### src/rtl/clock_pkg.sv
// clock_pkg: shared definitions for the digital clock display path.
//   - field widths for seconds, minutes and hours
//   - number of display digits
//   - active-high 7-segment encodings ({g,f,e,d,c,b,a}) for 0-9, dash, blank
//   - view-select encodings and the frame snapshot record
package clock_pkg;

  localparam int SEC_W      = 6;
  localparam int MIN_W      = 6;
  localparam int HR_W       = 4;
  localparam int NUM_DIGITS = 6;

  // Segment bit order is {g,f,e,d,c,b,a}; 1 = segment lit.
  localparam logic [6:0] SEG_0     = 7'h3F;
  localparam logic [6:0] SEG_1     = 7'h06;
  localparam logic [6:0] SEG_2     = 7'h5B;
  localparam logic [6:0] SEG_3     = 7'h4F;
  localparam logic [6:0] SEG_4     = 7'h66;
  localparam logic [6:0] SEG_5     = 7'h6D;
  localparam logic [6:0] SEG_6     = 7'h7D;
  localparam logic [6:0] SEG_7     = 7'h07;
  localparam logic [6:0] SEG_8     = 7'h7F;
  localparam logic [6:0] SEG_9     = 7'h6F;
  localparam logic [6:0] SEG_DASH  = 7'h40;
  localparam logic [6:0] SEG_BLANK = 7'h00;

  typedef enum logic {
    MODE_CLOCK = 1'b0,
    MODE_SW    = 1'b1
  } mode_t;

  // Everything one display frame is built from, captured in a single cycle.
  typedef struct packed {
    logic [SEC_W-1:0] sec;
    logic [MIN_W-1:0] min;
    logic [HR_W-1:0]  hr;
    logic             pm;
    logic [SEC_W-1:0] sw_sec;
    logic [MIN_W-1:0] sw_min;
    logic [HR_W-1:0]  sw_hr;
    logic             alarm;
    mode_t            mode;
  } snap_t;

  function automatic logic [6:0] seg_encode(input logic [3:0] digit);
    case (digit)
      4'd0:    seg_encode = SEG_0;
      4'd1:    seg_encode = SEG_1;
      4'd2:    seg_encode = SEG_2;
      4'd3:    seg_encode = SEG_3;
      4'd4:    seg_encode = SEG_4;
      4'd5:    seg_encode = SEG_5;
      4'd6:    seg_encode = SEG_6;
      4'd7:    seg_encode = SEG_7;
      4'd8:    seg_encode = SEG_8;
      4'd9:    seg_encode = SEG_9;
      default: seg_encode = SEG_BLANK;
    endcase
  endfunction

endpackage

### src/rtl/bin2bcd_2dig.sv
// bin2bcd_2dig: combinational split of a 6-bit binary value into two decimal
// digits.
//   value  in  6  binary value 0..63
//   tens   out 4  value / 10
//   ones   out 4  value % 10
//   oor    out 1  value >= 60 (not a valid minutes/seconds value)
module bin2bcd_2dig (
  input  logic [5:0] value,
  output logic [3:0] tens,
  output logic [3:0] ones,
  output logic       oor
);

  assign tens = 4'(value / 6'd10);
  assign ones = 4'(value % 6'd10);
  assign oor  = (value >= 6'd60);

endmodule

### src/rtl/clock_display_driver.sv
// clock_display_driver: scans a 6-digit multiplexed 7-segment display (HH MM SS)
// from the clock or stopwatch time fields.
//   Clk_sys        in   board clock
//   reset_n_in     in   synchronous active-low reset
//   seconds_in/minutes_in/hours_in/am_pm_in   clock time
//   sw_seconds_in/sw_minutes_in/sw_hours_in   stopwatch time
//   alarm_ring_in  in   alarm ringing: blinks the clock view
//   mode_sel_in    in   0 = clock view, 1 = stopwatch view
//   seg_out        out  segments {g,f,e,d,c,b,a}
//   dp_out         out  decimal point
//   an_out         out  digit enables, bit 0 = seconds ones, bit 5 = hours tens
// All inputs are captured into a snapshot at each frame boundary so a frame
// never mixes values from different seconds. Outputs are registered and lag
// the scan position by one cycle.
module clock_display_driver
  import clock_pkg::*;
#(
  parameter int SCAN_DIV       = 1000,
  parameter int BLINK_FRAMES   = 64,
  parameter bit SEG_ACTIVE_LOW = 1'b1
) (
  input  logic             Clk_sys,
  input  logic             reset_n_in,
  input  logic [SEC_W-1:0] seconds_in,
  input  logic [MIN_W-1:0] minutes_in,
  input  logic [HR_W-1:0]  hours_in,
  input  logic             am_pm_in,
  input  logic [SEC_W-1:0] sw_seconds_in,
  input  logic [MIN_W-1:0] sw_minutes_in,
  input  logic [HR_W-1:0]  sw_hours_in,
  input  logic             alarm_ring_in,
  input  logic             mode_sel_in,
  output logic [6:0]       seg_out,
  output logic             dp_out,
  output logic [NUM_DIGITS-1:0] an_out
);

  localparam int SCAN_W  = (SCAN_DIV > 1) ? $clog2(SCAN_DIV) : 1;
  localparam int FRAME_W = $clog2(BLINK_FRAMES + 1);

  logic [SCAN_W-1:0]  scan_cnt;
  logic [2:0]         digit_idx;
  logic [FRAME_W-1:0] frame_cnt;
  logic               blink_phase;
  logic               load_pending;
  snap_t              snap;
  snap_t              snap_in;

  // Internal outputs are active-high; polarity is applied at the ports.
  logic [NUM_DIGITS-1:0] an_r;
  logic [6:0]            seg_r;
  logic                  dp_r;

  logic tc, frame_end, is_clock, dark;
  assign tc        = (scan_cnt == SCAN_W'(SCAN_DIV - 1));
  assign frame_end = tc && (digit_idx == 3'd5);
  assign is_clock  = (snap.mode == MODE_CLOCK);
  // Gating by the snapshot alarm makes the display steady as soon as a frame
  // captures the alarm as off, whatever blink_phase still holds.
  assign dark      = is_clock && snap.alarm && blink_phase;

  assign snap_in = '{sec: seconds_in, min: minutes_in, hr: hours_in, pm: am_pm_in,
                     sw_sec: sw_seconds_in, sw_min: sw_minutes_in, sw_hr: sw_hours_in,
                     alarm: alarm_ring_in, mode: mode_t'(mode_sel_in)};

  // Field values for the selected view.
  logic [5:0] s_val, m_val, h_val;
  logic [3:0] s_tens, s_ones, m_tens, m_ones, h_tens, h_ones;
  logic       s_oor, m_oor, h_oor, h_bad;

  assign s_val = is_clock ? snap.sec : snap.sw_sec;
  assign m_val = is_clock ? snap.min : snap.sw_min;
  assign h_val = {2'b00, (is_clock ? snap.hr : snap.sw_hr)};

  bin2bcd_2dig u_sec (.value(s_val), .tens(s_tens), .ones(s_ones), .oor(s_oor));
  bin2bcd_2dig u_min (.value(m_val), .tens(m_tens), .ones(m_ones), .oor(m_oor));
  bin2bcd_2dig u_hr  (.value(h_val), .tens(h_tens), .ones(h_ones), .oor(h_oor));

  // Clock hours are only valid 1..12; stopwatch hours 0..15 always are.
  assign h_bad = h_oor || (is_clock && ((snap.hr == 4'd0) || (snap.hr > 4'd12)));

  logic [3:0] cur_digit;
  logic       cur_bad;
  logic [6:0] seg_next;
  logic       dp_next;

  always_comb begin
    cur_digit = 4'd0;
    cur_bad   = 1'b0;
    case (digit_idx)
      3'd0: begin cur_digit = s_ones; cur_bad = s_oor; end
      3'd1: begin cur_digit = s_tens; cur_bad = s_oor; end
      3'd2: begin cur_digit = m_ones; cur_bad = m_oor; end
      3'd3: begin cur_digit = m_tens; cur_bad = m_oor; end
      3'd4: begin cur_digit = h_ones; cur_bad = h_bad; end
      3'd5: begin cur_digit = h_tens; cur_bad = h_bad; end
      default: begin cur_digit = 4'd0; cur_bad = 1'b0; end
    endcase

    if (cur_bad)
      seg_next = SEG_DASH;
    else if (is_clock && (digit_idx == 3'd5) && (h_tens == 4'd0))
      seg_next = SEG_BLANK;   // leading-zero hour suppression
    else
      seg_next = seg_encode(cur_digit);

    if (is_clock)
      dp_next = (digit_idx == 3'd0) && snap.pm;
    else
      dp_next = (digit_idx == 3'd2) || (digit_idx == 3'd4);
  end

  always_ff @(posedge Clk_sys) begin
    if (!reset_n_in) begin
      scan_cnt     <= '0;
      digit_idx    <= 3'd0;
      frame_cnt    <= '0;
      blink_phase  <= 1'b0;
      load_pending <= 1'b1;
      snap         <= '0;
      an_r         <= '0;
      seg_r        <= '0;
      dp_r         <= 1'b0;
    end else begin
      if (load_pending) begin
        // First cycle out of reset only captures; scanning starts next cycle.
        snap         <= snap_in;
        load_pending <= 1'b0;
      end else begin
        scan_cnt <= tc ? '0 : scan_cnt + SCAN_W'(1);
        if (tc)
          digit_idx <= (digit_idx == 3'd5) ? 3'd0 : digit_idx + 3'd1;
        if (frame_end)
          snap <= snap_in;

        if (!snap.alarm) begin
          frame_cnt   <= '0;
          blink_phase <= 1'b0;
        end else if (frame_end) begin
          if (frame_cnt == FRAME_W'(BLINK_FRAMES - 1)) begin
            frame_cnt   <= '0;
            blink_phase <= ~blink_phase;
          end else begin
            frame_cnt <= frame_cnt + FRAME_W'(1);
          end
        end
      end

      if (load_pending || dark) begin
        an_r  <= '0;
        seg_r <= '0;
        dp_r  <= 1'b0;
      end else begin
        an_r  <= NUM_DIGITS'(1) << digit_idx;
        seg_r <= seg_next;
        dp_r  <= dp_next;
      end
    end
  end

  assign an_out  = an_r  ^ {NUM_DIGITS{SEG_ACTIVE_LOW}};
  assign seg_out = seg_r ^ {7{SEG_ACTIVE_LOW}};
  assign dp_out  = dp_r  ^ SEG_ACTIVE_LOW;

endmodule

### config.mk
export PLATFORM = sky130hd
export DESIGN_NAME = clock_display_driver
export DESIGN_NICKNAME = d
export VERILOG_FILES = /design/src/rtl/clock_pkg.sv /design/src/rtl/bin2bcd_2dig.sv /design/src/rtl/clock_display_driver.sv
export SDC_FILE = /design/constraint.sdc
export NUM_CORES = 1
export LEC_CHECK = 0
export CAP_MARGIN = 25
export CORE_UTILIZATION = 53
export CTS_CLUSTER_DIAMETER = 40
export DETAILED_ROUTE_END_ITERATION = 16
export GPL_ROUTABILITY_DRIVEN = 0
export GPL_TIMING_DRIVEN = 0
export PLACE_DENSITY_LB_ADDON = 0.08
export SLEW_MARGIN = 20
export SYNTH_ARGS = -nofsm -noshare
export SYNTH_HDL_FRONTEND = slang
export SYNTH_SLANG_ARGS = --single-unit
### constraint.sdc
create_clock -name Clk_sys -period 7.8 [get_ports Clk_sys]
set_input_delay 0.78 -clock Clk_sys [delete_from_list [all_inputs] [get_ports Clk_sys]]
set_output_delay 0.78 -clock Clk_sys [all_outputs]
set_load 0.005 [all_outputs]
; After elaboration in Yosys (flattened, before gate mapping)
; Memory sizes are Yosys's and may differ from the RTL's.
; Index checks and enable logic that the tools add are counted.
[totals]
ff_bits = 71
romBits = 112
input_bits = 37
output_inout_bits = 14
mem_count = 1
[mem_list]
columns = memory, words, width, rd, rd_ports_with_merged_regs, wr, line_no
row1 = (name not given), 16, 7, 1, 0, 0, clock_pkg.sv:46  ; case (digit)
[op_classes]
n_addsub = 3
div = 6
magnitude_cmp = 4
eq_ne = 9
shift = 1
muxes = 19
n_bitwise = 7
reduce_logical = 23
[ops]
columns = cell, n
row1 = $mux 35, 2
row2 = $mux 7, 5
row3 = $pmux 4 s6, 1
row4 = $div 6x4->6 const B, 2
row5 = $ge 6x6->1 const B, 2
row6 = $mod 6x4->6 const B, 2
row7 = $mux 6, 2
row8 = $add 10x1->10 const B, 1
row9 = $eq 10x10->1 const B, 1
row10 = $mux 10, 1
row11 = $logic_not 4->1, 2
row12 = $reduce_or 2->1, 4
row13 = $add 7x1->7 const B, 1
row14 = $eq 7x6->1 const B, 1
row15 = $logic_and 1x1->1, 7
row16 = $not 7->7, 1
row17 = $div 4x4->6 const B, 1
row18 = $eq 3x2->1 const B, 2
row19 = $eq 3x3->1 const B, 2
row20 = $ge 4x6->1 const B, 1
row21 = $mod 4x4->6 const B, 1
row22 = $not 6->6, 1
row23 = $shl 1x3->6 const A, 1
row24 = $mux 1, 5
row25 = other kinds (14), 23

; Longest topological paths before layout
; Gate-level depths: netlist of run 1.
[logic_depth]
depth_word = 6
mapped_depth = 18

; Modules after synthesis
; A second synthesis of run 1 with hierarchy kept.
[unflattened]
cells_unflattened = 572
area_unflattened_um2 = 4429.2
[by_module_without_submodules]
columns = module, instances, cells_each, area_each_um2, seq_area_each_um2
row1 = clock_display_driver, 1, 409, 3353.2, 1421.4
row2 = bin2bcd_2dig (u_hr ...), 2, 55, 369.1, 0.0
row3 = bin2bcd_2dig (u_sec), 1, 53, 337.8, 0.0

; Worst setup path after synthesis of run 1
; OpenSTA, ideal clock, no wires.
[synth_path]
path_type = register to register
from = reg digit_idx[2]
to = reg seg_r[6]
setup_ps = 62
t_arrival_ps = 3485
slack_ps = 4252
path_stages_with_launch = 18
period_less_slack_ps = 3548
cell_sequence = dfxtp_1 buf_2 inv_1 clkbuf_1 ha_1 buf_2 mux4_2 inv_1 ha_1 a32oi_1 nor2_1 a211o_1 a21oi_1 o221ai_1 ha_1 nor4b_1 a32oi_1 nand3_1
[synth_via]
elab_chain_len = 5
elab_cells_between_ends = 16
[synth_lines]
columns = element, line_no
row1 = "start, declared", clock_display_driver.sv:42  ; logic [2:0] digit_idx;
row2 = "start signal, assigned", clock_display_driver.sv:132  ; digit_idx <= (digit_idx == 3'd5) ? 3'd0 : digit_idx + 3'd1;
row3 = $eq 3x3->1 (tied with other cells), "clock_display_driver.sv:90, clock_display_driver.sv:102"
row4 = $pmux 4 s6 / $logic_and 1x1->1 (equally long branches), "clock_display_driver.sv:90, clock_display_driver.sv:102"
row5 = $mem_v2 16x7 / $logic_and 1x1->1 (equally long branches), -
row6 = $mux 7, clock_display_driver.sv:102  ; else if (is_clock && (digit_idx == 3'd5) && (h_tens == 4'd0))
row7 = $mux 7 (*), clock_display_driver.sv:100  ; if (cur_bad)
row8 = "end signal, assigned", clock_display_driver.sv:155  ; seg_r <= seg_next;
row9 = "end, declared", clock_display_driver.sv:51  ; logic [6:0] seg_r;
; Mark *: on every way between the ends. The rest lies on a longest branch, timed or not.
; A chain may end at the register's enable or synchronous reset.

; Final worst setup path of run 1
; Ends and elaborated chain as after synthesis.

==> flow_summary.json, run 1 <==
{
  "status": "completed",
  "start_util_pct": 55.6,
  "viasPerCell": 5.56,
  "ys_seq_area_share_pct": 37.2,
  "antennaDiodeCount": 0,
  "regToRegSetupSlack_ns": 3.47,
  "nets": 596,
  "multi_input_area_um2": 2170,
  "setup_tns_ns": 0,
  "clkLatencyLatePin_ns": 0.35,
  "vias": 3611,
  "slew_violations": 0,
  "slowest_stage": "mux4_2",
  "drtIter0Drc": 260,
  "rows": 30,
  "root_buffer": "clkbuf_8",
  "fin_crit_sh_pct": 55.6,
  "cts.repair.resized": 0,
  "synth_cells": 487,
  "clock_path_buffers": 2,
  "dp_hpwl_mm": 7.00,
  "drt_wl_total_mm": 9.15,
  "portBuffers": 50,
  "grt_pass1_wl_mm": 15.2,
  "critPathKind": "flip-flop to flip-flop",
  "syn2layout_area_growth_pct": 20.6,
  "yosys.area.top_type": "dfxtp_1",
  "p_per_area_nw_per_um2": 172,
  "async_flop_share_pct": 0,
  "ios": 51,
  "drc": 0,
  "yosysWarnings": 0,
  "worst-path-max-fanout": 10,
  "startpoint_type": "flip-flop",
  "final_antenna_net_count": 0,
  "layout_min_cycle_time_ns": 4.33,
  "hold_viol_final": 0,
  "cts_sinks": 71,
  "setup_violations": 0,
  "syn-cell-area_um2": 3820,
  "antenna_found_initial": 0,
  "ctsHtreeMaxLevel": 3,
  "cap_violations": 0,
  "skew_ns": 0.00651,
  "drive_gt1_share_pct": 6.15,
  "gr-total-overflow": 0,
  "synth_ff_type": "dfxtp_1",
  "synth-edff-count": 0,
  "dr.pass1.iters": 4,
  "crit_path_frequent_cell": "ha_1",
  "hold_buffers": 0,
  "wl_per_cell_um": 14.1,
  "ys_ff_latch": 71,
  "rsz0062_at_grt": "false",
  "cts_made_buffers": 9,
  "p_leak_uw": 0.00171,
  "dieArea_um2": 7560,
  "r2r_cells": 17,
  "clk_pin_slew_ns": 0.07,
  "synth_nets": 535,
  "seq_area_um2": 1420,
  "post_cts_buffers": 0,
  "die_w_um": 86.9,
  "yosysUniqueCellTypes": 64,
  "end_kind": "flip-flop",
  "core_um2": 6870,
  "worst_hold_path_type": "flip-flop to flip-flop",
  "worst_slew_pin_slew_ns": 0.878,
  "design_power_total_uw": 790,
  "hold_depth": 2,
  "ys_top_cells_by_area": "dfxtp_1 37%, nand2_1 9.3%, a21oi_1 8.2%",
  "grt_max_degree": 13,
  "maxSlewHeadroom_pct": 40.9,
  "cp.required_ns": 8.09,
  "nFillCells": 602,
  "ir_drop_uv": 123,
  "grtUsageTotal_pct": 25.8,
  "dieHeight_um": 86.9,
  "max_freq_mhz": 231,
  "first_global_vias": 3341,
  "avgSynthCellArea_um2": 7.85,
  "cts_tree": "yes",
  "slowest_delay_ns": 0.62,
  "worstPathCellList": "buf_2 > inv_1 > clkbuf_1 > ha_1 > buf_2 > mux4_2 > inv_1 > ha_1 > a32oi_1 > nor2_1 > a211o_1 > a21oi_1 > o221ai_1 > ha_1 > nor4b_1 > a32oi_1 > nand3_1",
  "crit_arrival_ns": 4.63,
  "yosysTopAreaCellShare_pct": 37.2
}
-- cell type report --
type,count,share of cell area (%)
clock buffers,11,2.85
repair buffers,50,10.9
inverters,31,2.53
multi-input cells,359,47.0
plain buffers,26,2.58
clock inverters,5,0.733
well taps,96,2.61
flip-flops and latches,71,30.8
-- where the power goes --
part	switching [uW]	leakage, uW	internal (uW)
combinational	74.7	0.00105	68.3
sequential	11.3	0.000581	379
clock	141	0.0000797	116
-- per-layer routing --
metal  global-route usage, %  share of wire [%]  vias to the layer above
met5                       0                  0                        -
met4                    10.9                1.4                        0
met3                    4.45                4.9                       13
met2                    42.2                 47                      106
met1                    33.8                 47                     1661
li1                        -                  -                     1831
-- registers in the layout, indices dropped and copies added, names as in the netlist --
register / flops
scan_cnt: 10
frame_cnt: 7
seg_r: 7
snap: 35
an_r: 6
load_pending: 1
dp_r: 1
blink_phase: 1
digit_idx: 3
-- critical path: cells and delay by family, from the launching register on --
family	cells	cell delay, ns
compound gates	5	1.06
buf+inv	5	0.97
fa+ha+maj	3	0.81
mux	1	0.62
simple gates	3	0.50
flops	1	0.31
-- worst paths after layout --
path                 from      endpoint
min reg2reg  frame_cnt[6]  frame_cnt[6]
max          digit_idx[2]      seg_r[6]
max reg2reg  digit_idx[2]      seg_r[6]
min          frame_cnt[6]  frame_cnt[6]
-- cell usage after synthesis, drive strengths merged, types with 2 or more instances --
master   number
xnor2         4
nor3b         2
nor2         33
and2          3
clkbuf       19
nor4b         2
o211a         2
nor2b         4
a21oi        64
a2111oi       2
dfxtp        71
a22o          2
mux2          5
a211o         4
o21a          2
and3          2
xor2          9
inv          30
nor4          6
nand2b        3
ha           11
mux4          4
nor3          8
mux2i        13
or3           3
nand3        12
a221oi        3
nand4         8
nand2        95
buf           7
o211ai        5
o21ai        12
a22oi         2
a31oi         2
or2           4
a211oi        5
o22ai         6
a32oi         2
-- cell families (layout without fill, tap and decap cells) --
kind of cell | after synthesis | after routing | synth area share, %
mux | 22 | 22 | 7.23
fa+ha+maj | 11 | 11 | 3.60
simple gates | 190 | 190 | 22.6
flops | 71 | 71 | 37.2
buf+inv | 57 | 123 | 6.15
compound gates | 123 | 123 | 20.3
xor+xnor | 13 | 13 | 2.98
-- stage by stage --
| stage | hold slack [ns] | cell area, um2 | util, % | worst slack [ns] | instances |
|---|---|---|---|---|---|
| final | 0.436 | 4610 | 67.1 | 3.47 | 649 |
| after global routing | 0.471 | 4610 | 67.1 | 3.27 | 649 |
| after CTS | 0.436 | 4610 | 67.1 | 3.54 | 649 |
| after detailed placement | 0.425 | 4440 | 64.7 | 3.57 | 633 |
| after global placement | 0.415 | 4440 | 64.7 | 3.69 | 633 |
| after floorplan | 0.407 | 3820 | - | 4.25 | 487 |
-- cells in the final DEF (no fill, tap or decap), types with 9 or more instances in the layout --
master | synthesis | routed
nand2_1 | 95 | 95
dfxtp_1 | 71 | 71
a21oi_1 | 63 | 63
clkdlybuf4s50_1 | 0 | 50
nor2_1 | 33 | 33
inv_1 | 29 | 29
clkbuf_1 | 19 | 21
mux2i_1 | 13 | 13
nand3_1 | 12 | 12
o21ai_0 | 11 | 11
ha_1 | 11 | 11
xor2_1 | 9 | 9
clkbuf_8 | 0 | 9
Note: power is estimated with default switching activity, not from simulation.
==> run 2, diff against run 1 <==
--- a/config.mk
+++ b/config.mk
@@ -6,7 +6,7 @@
 export NUM_CORES = 1
 export LEC_CHECK = 0
 export CAP_MARGIN = 25
-export CORE_UTILIZATION = 53
+export CORE_UTILIZATION = 50
 export CTS_CLUSTER_DIAMETER = 40
 export DETAILED_ROUTE_END_ITERATION = 16
 export GPL_ROUTABILITY_DRIVEN = 0
==> constraint.sdc (replaced) <==
create_clock -name Clk_sys -period 3.8 [get_ports Clk_sys]
set_input_delay 0.38 -clock Clk_sys [delete_from_list [all_inputs] [get_ports Clk_sys]]
set_output_delay 0.38 -clock Clk_sys [all_outputs]
set_load 0.005 [all_outputs]
==> run 2 against run 1 <==
  * Routed wire length increased by 1.4%
  * Fmax increased by 20%
  * Utilization decreased by 1.4 points
  * Die area increased by 5.9%
  * Highest routed layer unchanged
==> flow_summary.json, run 2 (synthesis gave the netlist of run 1 again) <==
{
  "grt_pass1_wl_mm": 15.2,
  "worst-path-max-fanout": 8,
  "multi_input_area_um2": 2250,
  "drt_wl_total_mm": 9.28,
  "layout_common_cells": "95 x nand2_1, 70 x dfxtp_1, 62 x a21oi_1, 50 x clkdlybuf4s50_1, 32 x nor2_1",
  "rows": 31,
  "worst_hold_path_type": "flip-flop to flip-flop",
  "dp_hpwl_mm": 6.85,
  "cp.depth": 17,
  "viasPerCell": 5.48,
  "startpoint": "digit_idx[2]",
  "ir_drop_uv": 238,
  "hold_buffers": 0,
  "slew_violations": 0,
  "cts_tree": "yes",
  "worstPathCellList": "buf_2 > nor2_1 > o21a_1 > a211o_1 > inv_2 > ha_1 > inv_1 > a2111o_1 > a221o_1 > a22o_1 > o21ai_2 > a21oi_4 > inv_1 > ha_4 > nor4b_2 > a32oi_1 > nand3_1",
  "seq_area_um2": 1420,
  "path_buf_inv": 4,
  "dieArea_um2": 8000,
  "nFillCells": 637,
  "crit_arrival_ns": 3.84,
  "cts_sinks": 71,
  "final_antenna_net_count": 0,
  "layout_min_cycle_time_ns": 3.61,
  "clk_pin_slew_ns": 0.08,
  "largest_register_ff_count": 35,
  "hold_depth": 2,
  "root_buffer": "clkbuf_8",
  "start_util_pct": 52.1,
  "drive_gt1_share_pct": 10.8,
  "comb_power_share_pct": 17.2,
  "ctsHtreeMaxLevel": 3,
  "core_um2": 7330,
  "dieHeight_um": 89.4,
  "hold_viol_final": 0,
  "setup_tns_ns": 0,
  "drc": 0,
  "gr-total-overflow": 0,
  "grt_max_degree": 13,
  "p_leak_uw": 0.00178,
  "finalCoreUtilization_pct": 65.6,
  "p_per_area_nw_per_um2": 369,
  "slowest_delay_ns": 0.37,
  "status": "completed",
  "largestRegisters": "snap: 35 flops, scan_cnt: 10 flops",
  "slowest_stage": "a221o_1",
  "portBuffers": 50,
  "worst_slew_pin_slew_ns": 0.884,
  "cp.required_ns": 4.04,
  "max_freq_mhz": 277,
  "design_power_total_uw": 1780,
  "timing.rr.end": "seg_r[6]",
  "reg2reg_from": "digit_idx[2]",
  "dr.pass1.iters": 5,
  "power.internal_uw": 1310,
  "clock_path_buffers": 2,
  "cts_made_buffers": 9,
  "clkLatencyLatePin_ns": 0.35,
  "endpoint": "seg_r[6]",
  "startpoint_type": "flip-flop",
  "skew_ns": 0.00873,
  "crit_path_frequent_cell": "inv_1",
  "syn2layout_area_growth_pct": 25.9,
  "nets": 601,
  "end_kind": "flip-flop",
  "critPathKind": "flip-flop to flip-flop",
  "ios": 51,
  "drtIter0Drc": 190,
  "power.share.clock_pct": 37.6,
  "fin_crit_sh_pct": 94.9,
  "critPathTopFamily": "compound AO/OA/AOI/OAI gates",
  "switching_power_uw": 467,
  "antenna_found_initial": 0,
  "hold_ws_ns": 0.453,
  "maxSlewHeadroom_pct": 40.5,
  "regToRegSetupSlack_ns": 0.19,
  "r2r_cells": 17,
  "setup_violations": 0,
  "cap_violations": 0,
  "layout.cells.most_common": "nand2_1",
  "seqPwrFrac_pct": 45.1,
  "vias": 3594,
  "sw_frac_of_total_pct": 26.3,
  "top_register": "snap",
  "antennaDiodeCount": 0,
  "fin_area_um2": 4810,
  "wl_per_cell_um": 14.1,
  "die_w_um": 89.4,
  "rsz0062_at_grt": "true",
  "first_global_vias": 3356,
  "grtUsageTotal_pct": 24.8,
  "place_area_um2": 4450
}
-- run 2: repair_timing --
action	in CTS	in global routing
gates resized for setup	6	19
buffers inserted	1	6
setup endpoints to repair	7	7
pin swaps	1	5
-- run 2: area by class of cell --
| type | count | area share (%) |
|---|---|---|
| sequential | 71 | 29.6 |
| multi-input combinational | 359 | 46.7 |
| clock buffer | 10 | 2.86 |
| inverter | 31 | 2.57 |
| buffer | 24 | 2.50 |
| clock inverter | 5 | 1.69 |
| timing repair buffer | 57 | 11.5 |
| tap | 99 | 2.57 |
-- run 2: worst min-delay path by stage --
stage	end	slack (ns)	from
6_report	frame_cnt[6]	0.45	frame_cnt[6]
5_1_grt	frame_cnt[6]	0.47	frame_cnt[6]
4_1_cts	frame_cnt[6]	0.45	frame_cnt[6]
3_5_place_dp	frame_cnt[6]	0.44	frame_cnt[6]
3_3_place_gp	frame_cnt[6]	0.41	frame_cnt[6]
2_1_floorplan	frame_cnt[6]	0.41	frame_cnt[6]
-- run 2: power by group through the flow --
stage | Combinational (uW) | Sequential [uW] | Clock, uW
2_1_floorplan | 188 | 811 | 0
3_3_place_gp | 283 | 818 | 0
3_5_place_dp | 288 | 819 | 0
4_1_cts | 292 | 801 | 680
5_1_grt | 344 | 806 | 715
6_report | 306 | 802 | 669
-- run 2: worst reg2reg max path: stages, from the launching register on --
cell and delay (ns):
dfxtp_1 0.30, buf_2 0.21, nor2_1 0.15, o21a_1 0.22, a211o_1 0.35, inv_2 0.11, ha_1 0.22, inv_1 0.07
a2111o_1 0.31, a221o_1 0.37, a22o_1 0.26, o21ai_2 0.19, a21oi_4 0.12, inv_1 0.14, ha_4 0.16, nor4b_2 0.04
a32oi_1 0.20, nand3_1 0.10
-- run 2: routing by layer --
layer / up-vias / global-route usage [%] / part of all wire [%]
met5: - / 0 / 0
met4: 0 / 11.3 / 2.0
met3: 21 / 4.16 / 4.0
met2: 93 / 40.4 / 46
li1: 1840 / - / -
met1: 1640 / 32.3 / 48
-- run 2: per-stage QoR --
step	worst slack, ns	std cells
after global routing	-0.0270	656
after detailed placement	-0.296	636
after floorplan	0.252	487
after CTS	0.0287	650
after global placement	-0.242	636
final	0.193	656
==> run 3, diff against run 2 <==
--- a/config.mk
+++ b/config.mk
@@ -5,13 +5,14 @@
 export SDC_FILE = /design/constraint.sdc
 export NUM_CORES = 1
 export LEC_CHECK = 0
+export ABC_CLOCK_PERIOD_IN_PS = 3800
 export CAP_MARGIN = 25
 export CORE_UTILIZATION = 50
 export CTS_CLUSTER_DIAMETER = 40
 export DETAILED_ROUTE_END_ITERATION = 16
 export GPL_ROUTABILITY_DRIVEN = 0
 export GPL_TIMING_DRIVEN = 0
-export PLACE_DENSITY_LB_ADDON = 0.08
+export PLACE_DENSITY = 0.74
 export SLEW_MARGIN = 20
 export SYNTH_ARGS = -nofsm -noshare
 export SYNTH_HDL_FRONTEND = slang
==> run 3 against run 2 <==
  * Clock power down 16%
  * Critical path depth down 1
  * Clock skew down 0.0013 ns
  * Combinational power up 3%
  * Routed wire length up 2.0%
  * Sequential power about the same
  * Power down 5.6%
  * Clock-buffer cell count up 2
  * Register-to-register slack worse by 0.05 ns
  * Flip-flop and latch count unchanged
  * Critical path type unchanged
  * Largest cell class unchanged
==> flow_summary.json, run 3 (synthesis gave the netlist of run 1 again) <==
{
  "place_area_um2": 4450,
  "status": "completed",
  "cts_tree": "yes",
  "top_register": "snap",
  "core_um2": 7330,
  "rows": 31,
  "dieHeight_um": 89.4,
  "ctsHtreeMaxLevel": 3,
  "cap_violations": 0,
  "layout_min_cycle_time_ns": 3.66,
  "largestRegisters": "snap: 35 flops, scan_cnt: 10 flops",
  "wl_per_cell_um": 14.3,
  "slowest_delay_ns": 0.37,
  "cts_sinks": 71,
  "worst_slew_pin_slew_ns": 0.912,
  "die_w_um": 89.4,
  "hold_ws_ns": 0.436,
  "gr-total-overflow": 0,
  "ios": 51,
  "vias": 3717,
  "fin_ws_ns": 0.141,
  "hold_viol_final": 0,
  "slew_violations": 0,
  "slowest_stage": "a221o_1",
  "dp_hpwl_mm": 6.95,
  "antenna_found_initial": 0,
  "final_antenna_net_count": 0,
  "dr.pass1.iters": 5,
  "critPathTopFamily": "compound AO/OA/AOI/OAI gates",
  "crit_arrival_ns": 3.93,
  "fin_area_um2": 4830,
  "critPathKind": "flip-flop to flip-flop",
  "largest_register_ff_count": 35,
  "portBuffers": 50,
  "worstPathCellList": "buf_6 > mux2i_1 > a22o_1 > a211o_1 > inv_2 > ha_1 > inv_1 > a2111o_1 > a221o_1 > a22o_1 > o21ai_1 > a21oi_2 > buf_4 > ha_1 > mux2_2 > o22ai_1",
  "grt_max_degree": 13,
  "root_buffer": "clkbuf_8",
  "layout_common_cells": "95 x nand2_1, 70 x dfxtp_1, 62 x a21oi_1, 50 x clkdlybuf4s50_1, 32 x nor2_1",
  "drc": 0,
  "dpl_worst_slack_ns": -0.348,
  "regToRegSetupSlack_ns": 0.14,
  "p_per_area_nw_per_um2": 347,
  "worst-path-max-fanout": 8,
  "nets": 607,
  "dieArea_um2": 8000,
  "final_cells": 663,
  "rsz0062_at_grt": "true",
  "cp.required_ns": 4.07,
  "p_leak_uw": 0.00179,
  "cts_made_buffers": 9,
  "dp_cells": 636,
  "worst_hold_path_type": "flip-flop to flip-flop",
  "antennaDiodeCount": 0,
  "start_util_pct": 52.1,
  "setup_violations": 0,
  "viasPerCell": 5.61,
  "path_buf_inv": 4,
  "drive_gt1_share_pct": 11.7,
  "maxSlewHeadroom_pct": 38.7,
  "fin_crit_sh_pct": 96.3,
  "hold_buffers": 0,
  "syn2layout_area_growth_pct": 26.4,
  "clkLatencyLatePin_ns": 0.35,
  "clock_path_buffers": 2,
  "first_global_vias": 3397,
  "startpoint_type": "flip-flop",
  "drt_wl_total_mm": 9.47,
  "ir_drop_uv": 203,
  "max_freq_mhz": 273,
  "grtUsageTotal_pct": 25.6,
  "skew_ns": 0.00741,
  "drtIter0Drc": 236,
  "end_kind": "flip-flop",
  "layout.cells.most_common": "nand2_1",
  "clk_pin_slew_ns": 0.08,
  "grt_pass1_wl_mm": 15.7
}
[run 3: cell type report]
cell class / instances / area (um2)
sequential: 71 / 1420
timing repair buffer: 63 / 598
buffer: 24 / 126
inverter: 31 / 126
tap: 99 / 124
multi-input combinational: 359 / 2250
fill: 640 / 2500
clock inverter: 4 / 28.8
clock buffer: 12 / 155
[run 3: worst reg2reg max path, cell delays in order (launching register included)]
cell	delay (ns)
dfxtp_1	0.31
buf_6	0.14
mux2i_1	0.15
a22o_1	0.25
a211o_1	0.35
inv_2	0.10
ha_1	0.23
inv_1	0.06
a2111o_1	0.31
a221o_1	0.37
a22o_1	0.25
o21ai_1	0.19
a21oi_2	0.12
buf_4	0.17
ha_1	0.19
mux2_2	0.27
o22ai_1	0.12
[run 3: metal layers]
| metal | vias to the layer above | global-route usage (%) | part of all wire, % |
|---|---|---|---|
| met5 | - | 0 | 0 |
| met2 | 143 | 42.9 | 48 |
| met4 | 0 | 9.24 | 2.0 |
| li1 | 1854 | - | - |
| met1 | 1701 | 32.9 | 44 |
| met3 | 19 | 5.17 | 5.9 |
[run 3: timing repair]
| action | CTS | global route |
|---|---|---|
| setup buffers | 1 | 12 |
| gates resized for setup | 6 | 23 |
| endpoints found under the setup margin | 7 | 7 |
| pin swaps | 0 | 7 |
[run 3: stage by stage]
step	power, uW	setup TNS [ns]	util (%)
finish	1680	0	65.9
global route	1760	-0.319	65.9
CTS	1670	0	63.5
detailed placement	1110	-1.66	60.7
global placement	1100	-1.11	60.7
floorplan	999	0	-
[run 3: path summary, 6_finish.rpt]
| path | from | to | cells past startpoint |
|---|---|---|---|
| worst max-delay path | snap[0] | seg_r[0] | 16 |
| worst min-delay path | frame_cnt[6] | frame_cnt[6] | 2 |
| worst max register to register | snap[0] | seg_r[0] | 16 |
| worst min register to register | frame_cnt[6] | frame_cnt[6] | 2 |
[run 3: report_power, final]
group / internal (uW) / switching [uW] / leakage [uW]
Sequential: 779 / 23.6 / 0.000582
Combinational: 152 / 163 / 0.00112
Clock: 274 / 286 / 0.0000890
Total: 1200 / 473 / 0.00179
